### src/rtl/tge_tx_packetizer_if.sv
// Stream-in and core-TX signal bundle for the 10GbE TX packetizer.
// The master side is the packetizer; the slave side is the sample source plus core.
interface tge_tx_packetizer_if;
    logic        in_valid;
    logic [63:0] in_data;
    logic        in_ready;
    logic        tx_valid;
    logic        tx_end_of_frame;
    logic [63:0] tx_data;
    logic [31:0] tx_dest_ip;
    logic [15:0] tx_dest_port;
    logic        tx_afull;
    logic        tx_overflow;

    modport master (
        input  in_valid, in_data, tx_afull, tx_overflow,
        output in_ready, tx_valid, tx_end_of_frame, tx_data, tx_dest_ip, tx_dest_port
    );

    modport slave (
        output in_valid, in_data, tx_afull, tx_overflow,
        input  in_ready, tx_valid, tx_end_of_frame, tx_data, tx_dest_ip, tx_dest_port
    );
endinterface

### src/rtl/tge_tx_packetizer.sv
// Packs a 64-bit sample stream into UDP frames for the 10GbE core user TX port,
// with optional {seq, len} header, programmable inter-packet gap and event counters.
//
// state   | meaning
// IDLE    | waiting for enable && !tx_afull, latches frame fields
// HEADER  | emits the {seq, len} header word
// PAYLOAD | forwards accepted input words until len reached
// GAP     | counts the latched gap down before the next frame
module tge_tx_packetizer #(
    parameter int LEN_W     = 9,
    parameter bit HEADER_EN = 1'b1,
    parameter int CNT_W     = 32
) (
    input  logic                 clk,
    input  logic                 rst,
    input  logic                 enable,
    input  logic [LEN_W-1:0]     payload_len,
    input  logic [15:0]          pkt_gap,
    input  logic [31:0]          dest_ip,
    input  logic [15:0]          dest_port,
    tge_tx_packetizer_if.master  bus,
    output logic                 busy,
    output logic [CNT_W-1:0]     pkt_count,
    output logic [CNT_W-1:0]     drop_count,
    output logic [CNT_W-1:0]     overflow_count
);

    typedef enum logic [1:0] {S_IDLE, S_HEADER, S_PAYLOAD, S_GAP} state_t;

    state_t             state_q, state_d;
    logic [LEN_W-1:0]   len_q;
    logic [LEN_W-1:0]   word_cnt;
    logic [15:0]        gap_q;
    logic [15:0]        gap_cnt;
    logic [31:0]        ip_q;
    logic [15:0]        port_q;
    logic [47:0]        seq_q;
    logic               start;
    logic               emit_hdr;
    logic               accept;
    logic               last_word;

    assign start     = (state_q == S_IDLE) && enable && !bus.tx_afull;
    assign emit_hdr  = (state_q == S_HEADER);
    assign accept    = bus.in_valid && bus.in_ready;
    assign last_word = accept && (word_cnt == len_q - LEN_W'(1));

    always_ff @(posedge clk) begin
        if (rst) state_q <= S_IDLE;
        else     state_q <= state_d;
    end

    always_comb begin
        state_d = state_q;
        case (state_q)
            S_IDLE:    if (start) state_d = HEADER_EN ? S_HEADER : S_PAYLOAD;
            S_HEADER:  state_d = S_PAYLOAD;
            S_PAYLOAD: if (last_word) state_d = (gap_q != 16'd0) ? S_GAP : S_IDLE;
            S_GAP:     if (gap_cnt == 16'd1) state_d = S_IDLE;
            default:   state_d = S_IDLE;
        endcase
    end

    always_comb begin
        bus.in_ready = (state_q == S_PAYLOAD);
        busy         = (state_q != S_IDLE);
    end

    // Destination fields stay stable from frame start through the header and EOF.
    assign bus.tx_dest_ip   = ip_q;
    assign bus.tx_dest_port = port_q;

    always_ff @(posedge clk) begin
        if (rst) begin
            len_q               <= '0;
            word_cnt            <= '0;
            gap_q               <= '0;
            gap_cnt             <= '0;
            ip_q                <= '0;
            port_q              <= '0;
            seq_q               <= '0;
            bus.tx_valid        <= 1'b0;
            bus.tx_end_of_frame <= 1'b0;
            bus.tx_data         <= '0;
            pkt_count           <= '0;
            drop_count          <= '0;
            overflow_count      <= '0;
        end else begin
            if (start) begin
                ip_q     <= dest_ip;
                port_q   <= dest_port;
                gap_q    <= pkt_gap;
                len_q    <= (payload_len == '0) ? LEN_W'(1) : payload_len;
                word_cnt <= '0;
            end

            bus.tx_valid        <= emit_hdr || accept;
            bus.tx_end_of_frame <= last_word;
            if (emit_hdr)    bus.tx_data <= {seq_q, 16'(len_q)};
            else if (accept) bus.tx_data <= bus.in_data;

            if (accept) word_cnt <= word_cnt + LEN_W'(1);

            // Gap counter loads at EOF so GAP lasts exactly gap_q cycles.
            if (last_word) begin
                seq_q   <= seq_q + 48'd1;
                gap_cnt <= gap_q;
                if (pkt_count != '1) pkt_count <= pkt_count + CNT_W'(1);
            end else if (state_q == S_GAP) begin
                gap_cnt <= gap_cnt - 16'd1;
            end

            if (bus.in_valid && !bus.in_ready && drop_count != '1)
                drop_count <= drop_count + CNT_W'(1);
            if (bus.tx_overflow && overflow_count != '1)
                overflow_count <= overflow_count + CNT_W'(1);
        end
    end

endmodule

### src/flat_wrapper.sv
// flat-port wrapper written by rule: the top's interface ports become plain ports
module tge_tx_packetizer_flat 
#(
    parameter int LEN_W     = 9,
    parameter bit HEADER_EN = 1'b1,
    parameter int CNT_W     = 32
)
  (clk, rst, enable, payload_len, pkt_gap, dest_ip, dest_port, busy, pkt_count, drop_count, overflow_count, bus_in_valid, bus_in_data, bus_tx_afull, bus_tx_overflow, bus_in_ready, bus_tx_valid, bus_tx_end_of_frame, bus_tx_data, bus_tx_dest_ip, bus_tx_dest_port);
  tge_tx_packetizer_if bus_i ();
  input  logic clk;
  input  logic rst;
  input  logic enable;
  input  logic [LEN_W-1:0] payload_len;
  input  logic [15:0] pkt_gap;
  input  logic [31:0] dest_ip;
  input  logic [15:0] dest_port;
  output logic busy;
  output logic [CNT_W-1:0] pkt_count;
  output logic [CNT_W-1:0] drop_count;
  output logic [CNT_W-1:0] overflow_count;
  input wire logic [$bits(bus_i.in_valid)-1:0] bus_in_valid;
  input wire logic [$bits(bus_i.in_data)-1:0] bus_in_data;
  input wire logic [$bits(bus_i.tx_afull)-1:0] bus_tx_afull;
  input wire logic [$bits(bus_i.tx_overflow)-1:0] bus_tx_overflow;
  output wire logic [$bits(bus_i.in_ready)-1:0] bus_in_ready;
  output wire logic [$bits(bus_i.tx_valid)-1:0] bus_tx_valid;
  output wire logic [$bits(bus_i.tx_end_of_frame)-1:0] bus_tx_end_of_frame;
  output wire logic [$bits(bus_i.tx_data)-1:0] bus_tx_data;
  output wire logic [$bits(bus_i.tx_dest_ip)-1:0] bus_tx_dest_ip;
  output wire logic [$bits(bus_i.tx_dest_port)-1:0] bus_tx_dest_port;
  assign bus_i.in_valid = bus_in_valid;
  assign bus_i.in_data = bus_in_data;
  assign bus_i.tx_afull = bus_tx_afull;
  assign bus_i.tx_overflow = bus_tx_overflow;
  assign bus_in_ready = bus_i.in_ready;
  assign bus_tx_valid = bus_i.tx_valid;
  assign bus_tx_end_of_frame = bus_i.tx_end_of_frame;
  assign bus_tx_data = bus_i.tx_data;
  assign bus_tx_dest_ip = bus_i.tx_dest_ip;
  assign bus_tx_dest_port = bus_i.tx_dest_port;
  tge_tx_packetizer #(.LEN_W(LEN_W), .HEADER_EN(HEADER_EN), .CNT_W(CNT_W)) u_core (.clk(clk), .rst(rst), .enable(enable), .payload_len(payload_len), .pkt_gap(pkt_gap), .dest_ip(dest_ip), .dest_port(dest_port), .bus(bus_i), .busy(busy), .pkt_count(pkt_count), .drop_count(drop_count), .overflow_count(overflow_count));
endmodule
### config.mk
export PLATFORM = sky130hd
export DESIGN_NAME = tge_tx_packetizer_flat
export DESIGN_NICKNAME = d
export VERILOG_FILES = /design/src/rtl/tge_tx_packetizer_if.sv /design/src/rtl/tge_tx_packetizer.sv /design/src/flat_wrapper.sv
export SDC_FILE = /design/constraint.sdc
export NUM_CORES = 1
export LEC_CHECK = 0
export ABC_AREA = 1
export CAP_MARGIN = 30
export CORE_ASPECT_RATIO = 1.5
export CORE_MARGIN = 1.5
export CORE_UTILIZATION = 55
export DETAILED_ROUTE_END_ITERATION = 8
export PLACE_DENSITY_LB_ADDON = 0.2
export SETUP_SLACK_MARGIN = 0.05
export SLEW_MARGIN = 20
export SYNTH_ARGS = -nofsm -noshare
export SYNTH_HDL_FRONTEND = slang
export SYNTH_SLANG_ARGS = --single-unit
### constraint.sdc
create_clock -name clk -period 4.1 [get_ports clk]
set_input_delay 0.82 -clock clk [delete_from_list [all_inputs] [get_ports clk]]
set_output_delay 0.82 -clock clk [all_outputs]
set_load 0.005 [all_outputs]
==> impl_metrics.tcl <==
set metrics [dict create \
    clk_pin_slew_worst_paths_ps 60 \
    synth-seq-cells 310 \
    powerDensity_nw_per_um2 407 \
    peakVddDrop_mv 0.378 \
    syn-instance-count 2340 \
    drt_wl_total_mm 50.0 \
    dp.cells 2961 \
    cts_hold_buf 0 \
    drtIter0Drc 1247 \
    synth-async-reset-ratio 0 \
    cts_buffers 31 \
    rsz0062_at_grt "no" \
    avgSynthCellArea_sq_um 6.67 \
    synthesis.area_sq_um 15600 \
    rr_endpoint "u_core.pkt_count[21]" \
    cts_resized 0 \
    finalMaxSlewViolations 0 \
    die_height_um 209 \
    dp_hpwl_mm 36.8 \
    die_area_sq_um 29400 \
    globalRoute.totalOverflow 0 \
    clock_latency_ps 580 \
    setup_tns_ps 0 \
    skew_ps 13.0 \
    dr_total_vias 16900 \
    yosysTopAreaCell "dfxtp_1" \
    postRouteAntennaNets 0 \
    ctsRootBufferMaster "clkbuf_16" \
    core_sq_um 28000 \
    netlist.area_leader.share 0.397 \
    critical_path_arrival_ps 3170 \
    drive_gt1_frac 0.0457 \
    min_path_cells 2 \
    worst_setup_path_end_kind "flop" \
    worst_slew_pin_slew_ps 917 \
    track_usage 0.333 \
    worst-setup-path-type "in2reg" \
    portBuffers 354 \
    fin_crit_ps 2700 \
    ios 355 \
    layoutNonFillerInstCount 3017 \
    synth.area.top_cells "dfxtp_1, nand2_1, nor2_1" \
    htreeDepth 1 \
    yosys-top-cells-count "nand2_1, nor2_1, dfxtp_1" \
    yosysWarnings 0 \
    seq_area_frac_synth 0.397 \
    grt_pass1_wl_mm 80.4 \
    die_width_um 141 \
    relSlewSlack 0.388 \
    grt_max_degree 78 \
    numClockSinks 310 \
    drv_cap 0 \
    p_leak_nw 7.55 \
    fin_crit_sh 0.659 \
    nets 2799 \
    worstHoldStart "u_core.seq_q[21]" \
    viasPerCell 5.59 \
    reg2reg_depth 14 \
    post_cts_buffers 0 \
    ys.flop_type "dfxtp_1" \
    cts_max_path_buffers 3 \
    status "complete, no violations" \
    gp_congestion 0.939 \
    setup_violations 0 \
    yosysUniqueCellTypes 48 \
    drc 0 \
    cp.required_ps 4570 \
    grt_pass1_vias 16200 \
    reg2reg_slack_ps 1470 \
    wl_per_cell_um 16.6 \
    critPathMaxFanout 45 \
    antenna_cells 0 \
    num_rows 75 \
    min_to "u_core.seq_q[21]" \
    start_util 0.558 \
    max_freq_mhz 370 \
    hold_viol 0 \
    cts_tree "done" \
    synth_edf_count 0 \
    synth_nets 2491 \
    syn_to_final_growth_pct 30.3 \
    cp-start-kind "primary input" \
    crit-reg2reg-launch "u_core.len_q[0]" \
    yosysMostFrequentCell "nand2_1" \
    antenna_found_initial 0 \
    hold_class "reg2reg" \
    drt_pre_antenna_iters 5 \
]
through the flow:
step                      power [mW]   util  setup WS [ps]  hold WS (ps)  instance area, sq um
final                           8.28  0.728           1400           470                 20400
after global routing            8.66  0.728           1230           491                 20400
after CTS                       8.31  0.728           1430           473                 20400
after detailed placement        5.34  0.690            834           460                 19300
after global placement          5.30  0.690            917           451                 19300
after floorplan                 4.50      -           2090           441                 15600
worst max path at each step:
stage | from | to | slack (ps)
6_report | bus_in_valid | u_core.pkt_count[21] | 1400
5_1_grt | u_core.len_q[0] | u_core.pkt_count[25] | 1230
4_1_cts | u_core.state_q[0] | busy | 1430
3_5_place_dp | bus_in_valid | u_core.pkt_count[26] | 830
3_3_place_gp | bus_in_valid | u_core.pkt_count[30] | 920
2_1_floorplan | u_core.len_q[0] | u_core.gap_cnt[9] | 2090
logic make-up after synthesis:
group / count (synthesis) / synth area share
compound gates: 335 / 0.122
xor+xnor: 52 / 0.0292
fa+ha+maj: 8 / 0.00641
buf+inv: 322 / 0.0832
flops: 310 / 0.397
simple gates: 1313 / 0.362
area by class of cell:
class / instances / area, sq um
clock buffers: 44 / 885
multi-input cells: 1708 / 8120
well taps: 346 / 433
flip-flops and latches: 310 / 6210
inverters: 222 / 836
clock inverters: 12 / 178
repair buffers: 375 / 3700
fillers: 2324 / 7610
cell usage in the layout (no fill, tap or decap), types with 10 or more instances in the layout:
cell type	count
clkdlybuf4s50_1	353
nand4_1	89
o21ai_0	115
a21oi_1	135
buf_4	22
xnor2_1	12
nand3_1	103
nand2_1	548
xor2_1	40
a31oi_1	22
clkbuf_16	31
nor4_1	13
inv_1	214
a221oi_1	39
nor3_1	59
nor2_1	447
nor2_2	10
dfxtp_1	310
state kept, by name (all words and copies together), names as in the netlist:
signal / cells
u_core.drop_count: 32
u_core.bus.tx_valid: 1
u_core.word_cnt: 9
u_core.gap_cnt: 16
u_core.seq_q: 48
u_core.pkt_count: 32
u_core.bus.tx_end_of_frame: 1
u_core.bus.tx_dest_ip: 32
u_core.len_q: 9
u_core.overflow_count: 32
u_core.gap_q: 16
u_core.bus.tx_dest_port: 16
u_core.bus.tx_data: 64
u_core.state_q: 2
metal layers:
metal  wire (um)  GRT usage  vias to the layer above
met5           0          0                        -
met4        2440      0.163                        0
met3        3630     0.0630                      152
met2       25600      0.610                      709
met1       18400      0.366                     7758
li1            -          -                     8256
critical path, stage by stage:
cell and delay, ps:
clkdlybuf4s50_1 570, nand2_2 250, nor2_2 210, nand3_2 100, nor2_4 110, nand3_4 200, nor2_8 520, nand3_2 150
nor2_1 150, nor2_1 70
power by group:
part | total, mW | switching, mW | internal [mW]
registers | 3.45 | 0.174 | 3.27
logic | 1.85 | 1.05 | 0.805
clock network | 2.98 | 1.23 | 1.75
Note: power is estimated with default switching activity, not from simulation.
